**src/rtl/mem_responder_node.sv**
```systemverilog
// mem_responder_node
//   Memory-only NoC endpoint. It collects a 4-flit READ_REQ/WRITE_REQ packet
//   addressed to NODE_ID and performs one access on a local single-port RAM.
//   It then serializes a 4-flit READ_RESP/WRITE_ACK packet back to the sender.
//
//   Build option: define MEM_RESPONDER_WRITE_ACK_EN to answer writes with a
//   WRITE_ACK packet. When it is undefined, writes are posted and only reads
//   produce a response.
//
// Ports
//   clk            single clock, all state on the rising edge
//   rst            synchronous active-high reset
//   collectorReady high while flitIn is being sampled (state RX)
//   flitIn         incoming flit {valid, dest, src, data16, instr, pkt_id, idx}
//   networkReady   network takes flitOut this cycle
//   flitOut        registered outgoing flit, all-zero outside TX
//   ramAddress     RAM word address
//   wrData         RAM write data
//   we             RAM write enable, single-cycle pulse
//   rdData         RAM read data, valid one cycle after ramAddress
//   dropCount      saturating count of dropped flits/packets
//   busy           high outside RX
module mem_responder_node #(
  parameter int NODE_ID         = 0,
  parameter int NODE_COUNT      = 16,
  parameter int PACKET_ID_WIDTH = 5,
  parameter int RAM_SIZE        = 1024,
  localparam int NW             = $clog2(NODE_COUNT),
  localparam int AW             = $clog2(RAM_SIZE),
  localparam int FLIT_W         = 1 + 2*NW + 16 + 3 + PACKET_ID_WIDTH + 2
) (
  input  logic              clk,
  input  logic              rst,
  output logic              collectorReady,
  input  logic [FLIT_W-1:0] flitIn,
  input  logic              networkReady,
  output logic [FLIT_W-1:0] flitOut,
  output logic [AW-1:0]     ramAddress,
  output logic [31:0]       wrData,
  output logic              we,
  input  logic [31:0]       rdData,
  output logic [7:0]        dropCount,
  output logic              busy
);

  localparam int PID_LSB   = 2;
  localparam int INSTR_LSB = PID_LSB + PACKET_ID_WIDTH;
  localparam int DATA_LSB  = INSTR_LSB + 3;
  localparam int SRC_LSB   = DATA_LSB + 16;
  localparam int DEST_LSB  = SRC_LSB + NW;

  localparam logic [2:0] READ_REQ  = 3'b001;
  localparam logic [2:0] WRITE_REQ = 3'b010;
  localparam logic [2:0] READ_RESP = 3'b101;
  localparam logic [2:0] WRITE_ACK = 3'b110;

`ifdef MEM_RESPONDER_WRITE_ACK_EN
  localparam bit ACK_WRITES = 1'b1;
`else
  localparam bit ACK_WRITES = 1'b0;
`endif

  localparam logic [NW-1:0] MY_ID = NW'(NODE_ID);

  typedef enum logic [1:0] {
    S_RX,
    S_ACCESS,
    S_WAIT,
    S_TX
  } state_e;

  state_e r_state;
  state_e w_next_state;

  // Packet collection state
  logic                       r_active;
  logic [1:0]                 r_exp_idx;
  logic [NW-1:0]              r_src;
  logic [PACKET_ID_WIDTH-1:0] r_pid;
  logic [2:0]                 r_instr;
  logic [63:0]                r_pkt;

  // Access / response state
  logic [AW-1:0]     r_addr;
  logic [31:0]       r_wrdata;
  logic              r_we;
  logic [63:0]       r_rsp;
  logic [1:0]        r_tx_idx;
  logic [FLIT_W-1:0] r_flit;
  logic [7:0]        r_drop;

  // Incoming flit fields
  logic                       w_in_valid;
  logic [NW-1:0]              w_in_dest;
  logic [NW-1:0]              w_in_src;
  logic [15:0]                w_in_data;
  logic [2:0]                 w_in_instr;
  logic [PACKET_ID_WIDTH-1:0] w_in_pid;
  logic [1:0]                 w_in_idx;

  assign w_in_valid = flitIn[FLIT_W-1];
  assign w_in_dest  = flitIn[DEST_LSB +: NW];
  assign w_in_src   = flitIn[SRC_LSB +: NW];
  assign w_in_data  = flitIn[DATA_LSB +: 16];
  assign w_in_instr = flitIn[INSTR_LSB +: 3];
  assign w_in_pid   = flitIn[PID_LSB +: PACKET_ID_WIDTH];
  assign w_in_idx   = flitIn[1:0];

  logic w_fire, w_to_me, w_start, w_cont_ok, w_last, w_req_ok, w_drop;
  logic w_is_read;

  assign w_fire    = (r_state == S_RX) && w_in_valid;
  assign w_to_me   = (w_in_dest == MY_ID);
  assign w_start   = w_fire && w_to_me && (w_in_idx == 2'd0);
  assign w_cont_ok = w_fire && w_to_me && (w_in_idx != 2'd0) && r_active &&
                     (w_in_idx == r_exp_idx) && (w_in_src == r_src) &&
                     (w_in_pid == r_pid);
  assign w_last    = w_cont_ok && (w_in_idx == 2'd3);
  assign w_req_ok  = w_last && ((r_instr == READ_REQ) || (r_instr == WRITE_REQ));
  // One event per cycle at most: foreign dest, a restart that abandons a
  // partial packet, an out-of-order/mismatched continuation, or a completed
  // packet whose instr is not a request.
  assign w_drop    = w_fire && (!w_to_me || (w_start && r_active) ||
                                ((w_in_idx != 2'd0) && !w_cont_ok) ||
                                (w_last && !w_req_ok));
  assign w_is_read = (r_instr == READ_REQ);

  logic [63:0] w_pkt_next;

  always_comb begin
    w_pkt_next = r_pkt;
    if (w_start) begin
      w_pkt_next[15:0] = w_in_data;
    end else if (w_cont_ok) begin
      w_pkt_next[{r_exp_idx, 4'b0000} +: 16] = w_in_data;
    end
  end

  // Response payload: rdData is only valid during WAIT, so the first flit is
  // built straight from it and the payload is registered for the rest.
  logic [63:0]       w_rsp;
  logic [63:0]       w_tx_src;
  logic [1:0]        w_tx_idx_next;
  logic              w_tx_load;
  logic              w_tx_done;
  logic [FLIT_W-1:0] w_tx_flit;

  assign w_rsp    = {r_pkt[63:32], w_is_read ? rdData : r_pkt[31:0]};
  assign w_tx_src = (r_state == S_WAIT) ? w_rsp : r_rsp;
  assign w_tx_flit = {1'b1, r_src, MY_ID,
                      w_tx_src[{w_tx_idx_next, 4'b0000} +: 16],
                      w_is_read ? READ_RESP : WRITE_ACK,
                      r_pid, w_tx_idx_next};

  always_comb begin
    w_next_state  = r_state;
    w_tx_load     = 1'b0;
    w_tx_done     = 1'b0;
    w_tx_idx_next = r_tx_idx;
    unique case (r_state)
      S_RX: begin
        if (w_req_ok) w_next_state = S_ACCESS;
      end
      S_ACCESS: begin
        w_next_state = S_WAIT;
      end
      S_WAIT: begin
        if (w_is_read || ACK_WRITES) begin
          w_next_state  = S_TX;
          w_tx_load     = 1'b1;
          w_tx_idx_next = 2'd0;
        end else begin
          w_next_state = S_RX;
        end
      end
      S_TX: begin
        if (networkReady) begin
          if (r_tx_idx == 2'd3) begin
            w_next_state = S_RX;
            w_tx_done    = 1'b1;
          end else begin
            w_tx_load     = 1'b1;
            w_tx_idx_next = r_tx_idx + 2'd1;
          end
        end
      end
      default: w_next_state = S_RX;
    endcase
  end

  always_ff @(posedge clk) begin
    if (rst) r_state <= S_RX;
    else     r_state <= w_next_state;
  end

  always_ff @(posedge clk) begin
    if (rst) begin
      r_active  <= 1'b0;
      r_exp_idx <= '0;
      r_src     <= '0;
      r_pid     <= '0;
      r_instr   <= '0;
      r_pkt     <= '0;
      r_addr    <= '0;
      r_wrdata  <= '0;
      r_we      <= 1'b0;
      r_rsp     <= '0;
      r_tx_idx  <= '0;
      r_flit    <= '0;
      r_drop    <= '0;
    end else begin
      if (w_drop && (r_drop != 8'hFF)) r_drop <= r_drop + 8'd1;

      if (w_start) begin
        r_active  <= 1'b1;
        r_exp_idx <= 2'd1;
        r_src     <= w_in_src;
        r_pid     <= w_in_pid;
        r_instr   <= w_in_instr;
      end else if (w_cont_ok) begin
        if (w_last) begin
          r_active  <= 1'b0;
          r_exp_idx <= 2'd0;
        end else begin
          r_exp_idx <= r_exp_idx + 2'd1;
        end
      end
      r_pkt <= w_pkt_next;

      // RAM controls are registered at completion so they are valid in ACCESS.
      r_we <= 1'b0;
      if (w_req_ok) begin
        r_addr <= w_pkt_next[32 +: AW];
        if (r_instr == WRITE_REQ) begin
          r_we     <= 1'b1;
          r_wrdata <= w_pkt_next[31:0];
        end
      end

      if (r_state == S_WAIT) r_rsp <= w_rsp;

      if (w_tx_load) begin
        r_flit   <= w_tx_flit;
        r_tx_idx <= w_tx_idx_next;
      end else if (w_tx_done) begin
        r_flit <= '0;
      end
    end
  end

  assign collectorReady = (r_state == S_RX);
  assign busy           = (r_state != S_RX);
  assign flitOut        = r_flit;
  assign ramAddress     = r_addr;
  assign wrData         = r_wrdata;
  assign we             = r_we;
  assign dropCount      = r_drop;

endmodule

```
**config.mk**
```make
export PLATFORM = sky130hd
export DESIGN_NAME = mem_responder_node
export DESIGN_NICKNAME = d
export VERILOG_FILES = /design/src/rtl/mem_responder_node.sv
export SDC_FILE = /design/constraint.sdc
export NUM_CORES = 1
export LEC_CHECK = 0
export ABC_AREA = 1
export CAP_MARGIN = 20
export CORE_ASPECT_RATIO = 0.75
export CORE_MARGIN = 2
export CORE_UTILIZATION = 55
export DETAILED_ROUTE_END_ITERATION = 8
export PLACE_DENSITY_LB_ADDON = 0.1
export RECOVER_POWER = 50
export REMOVE_ABC_BUFFERS = 1
export SYNTH_ARGS = -nofsm -noshare
export SYNTH_HDL_FRONTEND = slang
export SYNTH_SLANG_ARGS = --single-unit
```
**constraint.sdc**
```tcl
create_clock -name clk -period 5.6 [get_ports clk]
set_input_delay 1.12 -clock clk [delete_from_list [all_inputs] [get_ports clk]]
set_output_delay 1.12 -clock clk [all_outputs]
set_load 0.01 [all_outputs]
```
After elaboration in Yosys (flattened, before gate mapping)
Index checks and enable logic that the tools add are counted.
- RAM bits: 0
- memories kept: 0
- bits of input ports: 70
- bits in latches: 0
- ROM bits: 0
- register bits after elaboration: 229
- output and inout bits: 88
- word-level logic and storage cells: 107
- $lt $le $gt $ge: 0
- add/subtract/negate cells: 4
- reductions and logical operators: 36
- shift-type cells: 3
- bitwise operators: 2
- multiplexer cells: 32
- $mul: 0
- eq/ne operators: 14
- divide/modulo/power cells: 0
- operators by type and width (cell ; count):
    2-to-1 mux 35 bit ; 2
    bitwise mux 64 bit ; 1
    2-to-1 mux 64 bit ; 1
    variable shift 16 x 8 -> 64 bit, first input constant ; 1
    indexed part select 16 x 8 -> 64 bit ; 1
    indexed part select 64 x 7 -> 16 bit ; 1
    2-to-1 mux 42 bit ; 1
    2-to-1 mux 32 bit ; 1
    2-to-1 mux 26 bit ; 1
    2-to-1 mux 2 bit ; 9
    2-to-1 mux 16 bit ; 1
    logical AND 1 bit ; 15
    2-to-1 mux 1 bit ; 12
    nonzero test 2 bit ; 5
    adder 8 x 1 -> 8 bit, second input constant ; 1
    equality test 2 bit, second input constant ; 4
    inequality test 8 bit, second input constant ; 1
    negation 6 -> 8 bit ; 1
    case mux 2 bit (4 select lines) ; 1
    AND reduction 2 bit ; 3
    equality test 5 bit ; 1
    adder 2 x 1 -> 2 bit, second input constant ; 2
    equality test 4 bit ; 1
    logical NOT 2 bit ; 2
    other kinds (14) ; 22

Longest topological paths before layout
Gate-level depths: netlist of run 1.
- word-level depth: 15
- mapped depth: 15
- mapped depth without buffers: 14

Worst setup path after synthesis of run 1
OpenSTA, ideal clock, no wires.
- kind: input to register
- start point: in flitIn[33]
- end point: reg r_addr[7], in the netlist ramAddress[7]
- required time: 5.483 ns
- stages on the path: 13
- slack: 3.198 ns
- setup time: 0.117 ns
- buffers on the path: 1
- data arrival time: 2.285 ns
- cells stage by stage: nor2_1 nand2_1 nor2_4 nand2_2 nor2_4 nand2_4 clkinv_4 nand2_4 buf_2 nor2_1 a21oi_1 nor2_1 nor2_1
- longest elaborated chain between the ends: 9
- elaborated cells on any way between the ends: 12
- classes of those cells: 2 x mux; 10 x reduce/logical
- ends and longest elaborated chain (element ; RTL line ; text):
    from (decl) ; 35 ; input logic [FLIT_W-1:0] flitIn,
    logical NOT 4 bit * ; 113 ; assign w_to_me = (w_in_dest == MY_ID);
    logical AND 1 bit * ; 114, 115 ;
    logical AND 1 bit (3 in series) ; 115 ; assign w_cont_ok = w_fire && w_to_me && (w_in_idx != 2'd0) && r_active &&
    logical AND 1 bit (2 in series) ; 116 ; (w_in_idx == r_exp_idx) && (w_in_src == r_src) &&
    2-to-1 mux 42 bit / logical AND 1 bit (equally long branches) ; 134, 118 ;
    2-to-1 mux 26 bit / logical AND 1 bit (equally long branches) ; 132, 119 ;
    to (signal assigned) ; 233 ; r_addr <= w_pkt_next[32 +: AW];
    to (decl) ; 84 ; logic [AW-1:0] r_addr;
Mark *: on every way between the ends. The rest lies on a longest branch, timed or not.
A chain may end at the register's enable or synchronous reset.

Final worst setup path of run 1
- start point: reg r_state[0]
- end point: reg r_flit[23], in the netlist flitOut[23]
- longest elaborated chain between the ends: 4
- elaborated cells on any way between the ends: 9
- classes of those cells: 2 x eq/ne; 1 x shift; 5 x mux; 1 x reduce/logical
- ends and longest elaborated chain (element ; RTL line ; text):
    from (decl) ; 72 ; state_e r_state;
    from (signal assigned) ; 193 ; else r_state <= w_next_state;
    equality test 2 bit (on tied branches) ; 160, 149 ;
    case mux 2 bit (2 select lines) / 2-to-1 mux 64 bit (equally long branches) ; n/a ;
    indexed part select 64 x 7 -> 16 bit ; 151 ; w_tx_src[{w_tx_idx_next, 4'b0000} +: 16],
    2-to-1 mux 35 bit ; 242 ; if (w_tx_load) begin
    to (signal assigned) ; 243 ; r_flit <= w_tx_flit;
    to (decl) ; 89 ; logic [FLIT_W-1:0] r_flit;
Several ways; a longest one is shown, not always the timed one.

==> results.toml, run 1 <==
[sta]
tightest_slew_ns = 2.169
skew_ns = 0.02013
slew_violations = 100
setup_slack_ns = 1.397
whs_ns = 0.4623
min_period_ns = 4.203
relSlewSlack = -0.4460
fmax_ghz = 0.2379
setup_violations = 0
min_period_over_period = 0.7505
rsz0062_at_grt = "no"
tns_ns = 0
finalHoldViolations = 0

[drt]
routedWlPerCell_um = 15.82
routed_wl_um = 30420
drt_iter0_markers = 987
ant_nets = 0
drtPass1Iterations = 8
drc = 0
drt-vias-per-instance = 5.242
via_count = 10080

[worst_setup_path]
cp-start-kind = "flop"
crit_chain = "inv_1 -> nand2_1 -> clkbuf_1 -> clkinv_1 -> nand2_1 -> a22oi_2 -> clkbuf_1 -> inv_1 -> nand2_1 -> nand2_1 -> o21ai_0 -> nand2_1 -> a21oi_1"
cp_slowest_cell = "clkbuf_1"
arrival_ns = 4.56
critical_path_buf_inv_count = 5
path_delay_family = "buffers and inverters"
crit_type = "flop to flop"
path_common_cell = "nand2_1"
endpoint_kind = "flop"
required_ns = 5.96
slowest_delay_ns = 1.35
path_max_fanout = 29

[floorplanning]
num_io_pins = 158
initial_core_util = 0.5556
die_h_um = 124.7
fp-row-count = 44
fp.dieW_um = 164.9
core_area_um2 = 19210
die_area_um2 = 20550

[cells_and_area]
seq_area_um2 = 4564
multi_input_area_um2 = 4836
stdcell_area_um2 = 12960
drive_above_1_share = 0.05928
nNetsFinal = 1730
n_antenna_cell = 0
area_growth_pct = 21.38
fillCellCount = 1673

[placement]
dp_hpwl_um = 18550
placed_area_um2 = 12220
io_buffers = 153
post-place-ws_ns = 1.876
place_congestion = 0.8776

[hold_path]
hold_path_class = "flop to flop"

[clock_tree]
htreeDepth = 1
cts_tree = "done"
cts_resized = 0
cts_sinks = 228
path_clk_slew_ns = 0.06
numCtsBuffers = 23
cts_buffer_depth = 3
clock_latency_ns = 0.52
holdBufCountCts = 0
cts_setup_buffers = 0
cts_root_buffer = "clkbuf_16"

[job]
drv_cap = 3

[power_and_ir_drop]
vdd_drop_max_uv = 190.9
p_leak_uw = 0.005643
powerDensity_nw_per_um2 = 256.5

[yosys]
muxShareOfSynthArea = 0.01031
synthesis.area_um2 = 10680
yosys.area_share.adder = 0.007032
yosys_warnings = 0
synth.avg_cell_area_um2 = 6.883
synthCells = 1551
ys_ff_latch = 228
synth-compound-area-share = 0.1565
yosysUniqueCellTypes = 41
synth_top_family_by_area = "simple AND/OR/NAND/NOR gates"
yosys.area_share.simple = 0.2754
synth_xor_area_frac = 0.001641
seq_area_frac_synth = 0.4276

[outcome]
status = "finished with violations"
violations = "max-capacitance violations, max-slew violations"

[global_route]
grt_first_pass_wirelength_um = 48670
grt_use_total = 0.2981
grt_pass1_vias = 9306
antenna_found_initial = 0
grt_max_degree = 91
grt-ovfl-total = 0
## sequential cells by signal, summed over array words and instances, names as in the netlist, 3 cells and up
name and cells:
dropCount 8, flitOut 30, r_instr 3, r_pid 5, r_pkt 64, r_rsp 64
r_src 4, ramAddress 10, wrData 32
## layout by cell type, fill, tap and decap left out, types with 12 or more instances in the layout
cell	n
o21ai_1	31
inv_1	214
clkbuf_1	12
clkdlybuf4s50_1	78
a211oi_1	12
nand3_1	115
dfxtp_1	228
dlygate4sd3_1	74
nand2_1	308
o21ai_0	95
clkbuf_16	23
nor3_1	15
buf_4	15
or2_2	14
a21oi_1	111
o21a_1	17
nor2_1	201
## Yosys cell counts
library cell | count | area, um2
buf_6 | 3 | 33.78
ha_1 | 6 | 75.07
mux2i_1 | 11 | 110.1
o21ai_0 | 95 | 475.5
nor3_2 | 1 | 10.01
nand4_1 | 11 | 68.82
conb_1 | 1 | 3.750
inv_2 | 5 | 18.77
nand2_2 | 4 | 25.02
xnor2_1 | 2 | 17.52
clkinv_4 | 1 | 8.760
o211ai_1 | 9 | 67.56
a21oi_1 | 111 | 555.5
or2_2 | 14 | 87.58
a22oi_2 | 1 | 12.51
nor2_2 | 3 | 18.77
nor2_1 | 202 | 758.2
and2_1 | 2 | 12.51
a31oi_1 | 5 | 31.28
o21a_1 | 17 | 127.6
nand3_1 | 115 | 575.6
dfxtp_1 | 228 | 4564
nand3_2 | 3 | 30.03
a31o_2 | 1 | 8.760
buf_2 | 31 | 155.2
nor2_8 | 1 | 20.02
inv_1 | 214 | 803.3
a21boi_1 | 2 | 15.01
nor3b_1 | 4 | 30.03
buf_4 | 9 | 67.56
nand2_4 | 3 | 33.78
a211oi_1 | 12 | 90.09
clkinv_1 | 2 | 7.510
buf_1 | 3 | 11.26
nor3_1 | 16 | 80.08
o21ai_1 | 31 | 155.2
clkbuf_1 | 50 | 187.7
nand2_1 | 308 | 1156
o22ai_1 | 1 | 6.260
a211oi_2 | 10 | 125.1
nor2_4 | 3 | 33.78
## path summary, 6_finish.rpt
kind | startpoint | endpoint | slack, ns | cells past startpoint
max reg2reg | r_state[0]$_SDFFE_PP0P_ | flitOut[23]$_SDFFE_PP0P_ | 1.40 | 13
min | flitOut[6]$_SDFFE_PP0P_ | flitOut[6]$_SDFFE_PP0P_ | 0.46 | 2
max | r_state[0]$_SDFFE_PP0P_ | flitOut[23]$_SDFFE_PP0P_ | 1.40 | 13
min reg2reg | flitOut[6]$_SDFFE_PP0P_ | flitOut[6]$_SDFFE_PP0P_ | 0.46 | 2
## cells by family after synthesis
group                      count (synthesis)
xor gates and xnor gates                   2
DFF                                      228
other                                      1
buffers and inverters                    318
AOI/OAI and AO/OA                        295
adders and majority gates                  6
and+or+nand+nor                          690
muxes                                     11
## tightest hold or removal path: stages (launching register included)
cell	delay [ns]
dfxtp_1	0.31
nand2_1	0.06
a21oi_1	0.05
## metal layers
metal,track usage,vias up,routed length (um),part of all wire
li1,-,5116,-,-
met1,0.4417,4533,14260,0.47
met2,0.4548,374,13150,0.43
met3,0.03497,57,2203,0.072
met4,0.08798,0,797,0.026
met5,0,-,0,0
## report_power, final
group | switching [uW] | leakage, uW | internal (uW)
Combinational | 78.0 | 0.00344 | 61.9
Clock | 638 | 0.000369 | 918
Sequential | 3.31 | 0.00184 | 1620
## cell type report
type,instances,area share
multi-input combinational,1008,0.3732
sequential,228,0.3523
timing repair buffer,171,0.1273
inverter,222,0.06470
clock buffer,36,0.05205
tap,253,0.02443
clock inverter,5,0.006083
## through the flow
stage / instances / util / power (uW)
finish: 1923 / 0.6744 / 3324
global placement: 1882 / 0.6360 / 1801
detailed placement: 1882 / 0.6360 / 1802
global route: 1923 / 0.6744 / 3406
CTS: 1923 / 0.6752 / 3327
floorplan: 1458 / - / 1705
Power figures use the tool's default switching activity.
==> run 2, diff against run 1 <==
--- a/config.mk
+++ b/config.mk
@@ -9,7 +9,7 @@
 export CAP_MARGIN = 20
 export CORE_ASPECT_RATIO = 0.75
 export CORE_MARGIN = 2
-export CORE_UTILIZATION = 55
+export CORE_UTILIZATION = 49
 export DETAILED_ROUTE_END_ITERATION = 8
 export PLACE_DENSITY_LB_ADDON = 0.1
 export RECOVER_POWER = 50
==> constraint.sdc (replaced) <==
create_clock -name clk -period 3.73 [get_ports clk]
set_input_delay 0.746 -clock clk [delete_from_list [all_inputs] [get_ports clk]]
set_output_delay 0.746 -clock clk [all_outputs]
set_load 0.01 [all_outputs]
==> results.toml, run 2 (same netlist as run 1, synthesis figures left out) <==
[power_and_ir_drop]
vdd_drop_max_uv = 376.0
clockPowerShare = 0.452
pwr-share-comb = 0.044
p_leak_uw = 0.005666
powerDensity_nw_per_um2 = 372.4
seqPwrFrac = 0.504
power_switching_uw = 1045
switching_share = 0.2155
p_int_uw = 3803

[sta]
finalHoldViolations = 0
setup_violations = 0
relSlewSlack = -0.1931
min_period_ns = 3.146
tightest_slew_ns = 1.790
tns_ns = 0
rsz0062_at_grt = "no"
fmax_ghz = 0.3179
slew_violations = 91
skew_ns = 0.01449
min_period_over_period = 0.8434
setup_slack_ns = 0.5841

[placement]
place_congestion = 0.8542
dp_hpwl_um = 19500
post-place-ws_ns = 0.7415
io_buffers = 153

[worst_setup_path]
cp_slowest_cell = "a22oi_1"
endpoint_kind = "flop"
cp-start-kind = "primary input"
crit_chain = "dlygate4sd3_1 -> nand2_1 -> inv_1 -> a22oi_1 -> inv_1 -> a21oi_1 -> o21ai_0 -> nand2_1 -> a21oi_1"
arrival_ns = 3.49
path_max_fanout = 10
r2r_slack_ns = 0.62
path_delay_family = "compound AO/OA/AOI/OAI gates"
crit_type = "primary input to flop"
required_ns = 4.08
startpoint = "networkReady"
slowest_delay_ns = 0.94
critical_path_buf_inv_count = 3
reg2reg_from = "r_instr[2]$_SDFFE_PP0N_"

[outcome]
violations = "max-capacitance violations, max-slew violations"
status = "finished with violations"

[floorplanning]
die_area_um2 = 22990
fp.dieW_um = 174.4
num_io_pins = 158
fp-row-count = 46
die_h_um = 131.8
core_area_um2 = 21240
initial_core_util = 0.5027

[cells_and_area]
final_cell_mix = "nand2_1 (308), dfxtp_1 (228), inv_1 (214), nor2_1 (202), nand3_1 (115)"
n_antenna_cell = 0
fillCellCount = 1995
multi_input_area_um2 = 4828
area_growth_pct = 21.96
drive_above_1_share = 0.06041
seq_area_um2 = 4564
nNetsFinal = 1735
mostFrequentLayoutCell = "nand2_1"

[clock_tree]
cts_tree = "done"
clock_latency_ns = 0.51
cts_resized = 0
cts_root_buffer = "clkbuf_16"
cts_setup_buffers = 0
holdBufCountCts = 0
cts_sinks = 228
cts_buffer_depth = 3
path_clk_slew_ns = 0.06
numCtsBuffers = 23
htreeDepth = 1

[drt]
drtPass1Iterations = 5
routedWlPerCell_um = 15.76
drt-vias-per-instance = 5.197
via_count = 10190
drt_iter0_markers = 771
drc = 0
ant_nets = 0
routed_wl_um = 30880

[job]
drv_cap = 1

[hold_path]
hold_path_class = "flop to flop"
hold_start = "flitOut[8]$_SDFFE_PP0P_"

[global_route]
grt_first_pass_wirelength_um = 49420
antenna_found_initial = 1
grt_pass1_vias = 9360
grt-ovfl-total = 0
grt_use_total = 0.2644
grt_max_degree = 173
-- run 2: cell types whose count changed in the layout (fill, tap and decap cells not counted), moves of 2 or more --
cell	delta
clkinv_2	-2
clkbuf_8	+2
bufinv_16	-2
buf_4	+2
clkbuf_2	+2
clkdlybuf4s50_1	-4
clkbuf_1	-2
buf_12	+3
dlygate4sd3_1	+4
-- run 2: final cells by class --
type | count | share of cell area
multi-input cells | 1008 | 0.3708
repair buffers | 176 | 0.1326
clock buffers | 38 | 0.05391
inverters | 222 | 0.06439
well taps | 288 | 0.02768
flip-flops and latches | 228 | 0.3506
-- run 2: power groups by stage --
stage	clock network (uW)	logic (uW)	registers [uW]
after global placement	0	210	2500
after global routing	2330	230	2440
after detailed placement	0	210	2500
final	2190	211	2440
after CTS	2230	211	2440
after floorplan	0	60.1	2500
-- run 2: final timing paths --
check                           depth (start not counted)                       end
worst min register to register                          2   flitOut[8]$_SDFFE_PP0P_
worst max register to register                          8  flitOut[23]$_SDFFE_PP0P_
worst min-delay path                                    2   flitOut[8]$_SDFFE_PP0P_
worst max-delay path                                    9  flitOut[23]$_SDFFE_PP0P_
-- run 2: layer usage --
metal / track usage / vias up / wire (um)
met5: 0 / - / 0
met4: 0.05369 / 0 / 591
met3: 0.03864 / 35 / 2190
met2: 0.4160 / 349 / 13300
met1: 0.3859 / 4675 / 14790
li1: - / 5128 / -
-- run 2: worst reg2reg max path, stage by stage (launching register included) --
cell and delay [ns]:
dfxtp_1 0.34, nor3_2 0.40, nand2_1 0.23, a22oi_1 0.96, inv_1 0.52, a21oi_1 0.24
o21ai_0 0.11, nand2_1 0.11, a21oi_1 0.07
-- run 2: stage by stage --
stage                       util  area [um2]  cells  power [uW]  hold slack [ns]
after floorplan                -       10230   1458        2559           0.4337
after global placement    0.5808       12340   1922        2708           0.4468
after detailed placement  0.5808       12340   1922        2709           0.4526
after CTS                 0.6139       13040   1960        4886           0.4603
after global routing      0.6131       13020   1960        5008           0.4713
final                     0.6131       13020   1960        4848           0.4554
==> run 3, diff against run 2 <==
--- a/config.mk
+++ b/config.mk
@@ -9,7 +9,7 @@
 export CAP_MARGIN = 20
 export CORE_ASPECT_RATIO = 0.75
 export CORE_MARGIN = 2
-export CORE_UTILIZATION = 49
+export CORE_UTILIZATION = 55
 export DETAILED_ROUTE_END_ITERATION = 8
 export PLACE_DENSITY_LB_ADDON = 0.1
 export RECOVER_POWER = 50
==> constraint.sdc (replaced) <==
create_clock -name clk -period 3 [get_ports clk]
set_input_delay 0.6 -clock clk [delete_from_list [all_inputs] [get_ports clk]]
set_output_delay 0.6 -clock clk [all_outputs]
set_load 0.01 [all_outputs]
==> results.toml, run 3 (same netlist as run 1, synthesis figures left out) <==
[hold_path]
hold_end = "flitOut[3]$_SDFFE_PP0P_"
hold_start = "flitOut[3]$_SDFFE_PP0P_"
hold_path_class = "flop to flop"
hold_depth = 2

[sta]
tightest_slew_ns = 1.453
fmax_ghz = 0.3553
setup_slack_ns = 0.1854
min_period_over_period = 0.9382
whs_ns = 0.4593
relSlewSlack = 0.03110
slew_violations = 0
finalHoldViolations = 0
skew_ns = 0.01339
rsz0062_at_grt = "no"
min_period_ns = 2.815
setup_violations = 0

[clock_tree]
path_clk_slew_ns = 0.06
cts_buffer_depth = 3
cts_root_buffer = "clkbuf_16"
holdBufCountCts = 0
cts_sinks = 228
numCtsBuffers = 23
cts_setup_buffers = 0
cts_resized = 0
clock_latency_ns = 0.52
cts_tree = "done"
htreeDepth = 1

[worst_setup_path]
arrival_ns = 3.27
crit_chain = "clkinv_1 -> ha_1 -> inv_2 -> nor2_2 -> inv_2 -> nor2_1 -> nand2_1 -> a21boi_1 -> and2_1"
path_max_fanout = 10
required_ns = 3.46
cp_slowest_cell = "ha_1"
endpoint_kind = "flop"
rr_worst_depth = 9
path_common_cell = "inv_2"
reg2reg_from = "r_exp_idx[0]$_SDFFE_PP0P_"
crit_type = "flop to flop"
slowest_delay_ns = 0.75
r2r-end = "r_pkt[32]$_SDFF_PP0_"
cp-start-kind = "flop"
r2r_slack_ns = 0.19

[placement]
placed_area_um2 = 12410
dp_hpwl_um = 19780
io_buffers = 153
place_congestion = 0.9048
post-place-ws_ns = 0.2555

[cells_and_area]
n_antenna_cell = 0
mostFrequentLayoutCell = "nand2_1"
stdcell_area_um2 = 13150
final_core_util = 0.6846
nNetsFinal = 1747
area_growth_pct = 23.22
final_cell_mix = "nand2_1 (309), dfxtp_1 (228), inv_1 (214), nor2_1 (202), nand3_1 (116)"
drive_above_1_share = 0.06880

[drt]
drtPass1Iterations = 5
drt_iter0_markers = 1073
route.met3.wl_um = 2376
drt-vias-per-instance = 5.339
highest_layer = "met4"
dr_wl_met2_um = 13400
via_count = 10350
routed_wl_um = 31240
routedWlPerCell_um = 16.11
m1WireLength_um = 14800
ant_nets = 0
drc = 0

[floorplanning]
fp-row-count = 44
initial_core_util = 0.5556
fp.dieW_um = 164.9
num_io_pins = 158
core_area_um2 = 19210
die_area_um2 = 20550
die_h_um = 124.7

[global_route]
grt-ovfl-total = 0
grt_max_degree = 173
grt_first_pass_wirelength_um = 49210
grt_use_total = 0.3024
grt_pass1_vias = 9297
antenna_found_initial = 0

[power_and_ir_drop]
vdd_drop_max_uv = 368.1
powerDensity_nw_per_um2 = 485.7
p_leak_uw = 0.005751

[outcome]
status = "finished clean"

[job]
drv_cap = 0
==> run 3: changes by cell type in the layout (fill, tap and decap cells not counted), moves of 2 or more <==
cell             change
buf_4                +8
clkdlybuf4s50_1      +2
clkbuf_1             -2
dlygate4sd3_1        -2
clkbuf_8             -2
bufinv_16            +4
clkinv_2             +4
==> run 3: area by class of cell <==
class | instances | area, um2
Clock buffer | 32 | 659.4
Clock inverter | 8 | 140.1
Fill cell | 1738 | 6060
Inverter | 222 | 838.3
Multi-Input combinational cell | 1008 | 4816
Sequential cell | 228 | 4564
Tap cell | 253 | 316.6
Timing Repair Buffer | 188 | 1819
==> run 3: layer usage <==
metal / global-route usage / vias up
met4: 0.07263 / 0
met5: 0 / -
met3: 0.03896 / 51
met1: 0.4516 / 4740
met2: 0.4637 / 418
li1: - / 5143
==> run 3: worst max-delay path by stage <==
stage                         startpoint                          to  slack, ns  depth (start not counted)
6_report       r_exp_idx[0]$_SDFFE_PP0P_        r_pkt[32]$_SDFF_PP0_       0.19                          9
5_1_grt        r_exp_idx[0]$_SDFFE_PP0P_  ramAddress[0]$_SDFFE_PP0N_      0.001                         10
4_1_cts        r_exp_idx[0]$_SDFFE_PP0P_  ramAddress[0]$_SDFFE_PP0N_       0.24                         10
3_5_place_dp   r_exp_idx[0]$_SDFFE_PP0P_  ramAddress[0]$_SDFFE_PP0N_       0.26                         10
3_3_place_gp   r_exp_idx[0]$_SDFFE_PP0P_  ramAddress[9]$_SDFFE_PP0N_       0.31                         10
2_1_floorplan    r_instr[2]$_SDFFE_PP0N_    flitOut[10]$_SDFFE_PP0P_      -1.45                          7
==> run 3: through the flow <==
stage | total power (uW) | instances | TNS [ns]
after global routing | 6554 | 1939 | 0
after CTS | 6397 | 1939 | 0
after global placement | 3366 | 1899 | 0
after floorplan | 3182 | 1458 | -33.32
final | 6388 | 1939 | 0
after detailed placement | 3368 | 1899 | 0
==> run 3: power by group <==
| group | total, uW | switching [uW] | leakage, uW | internal, uW |
|---|---|---|---|---|
| sequential | 3040 | 5.75 | 0.00184 | 3030 |
| clock | 3090 | 1210 | 0.000396 | 1870 |
| combinational | 265 | 147 | 0.00352 | 118 |
==> run 3: critical path, delay by kind of cell (launching register included) <==
family / cells / cell delay, ns
AOI/OAI and AO/OA: 1 / 0.21
adders and majority gates: 1 / 0.75
buffers and inverters: 3 / 0.61
DFF: 1 / 0.33
and+or+nand+nor: 4 / 0.86
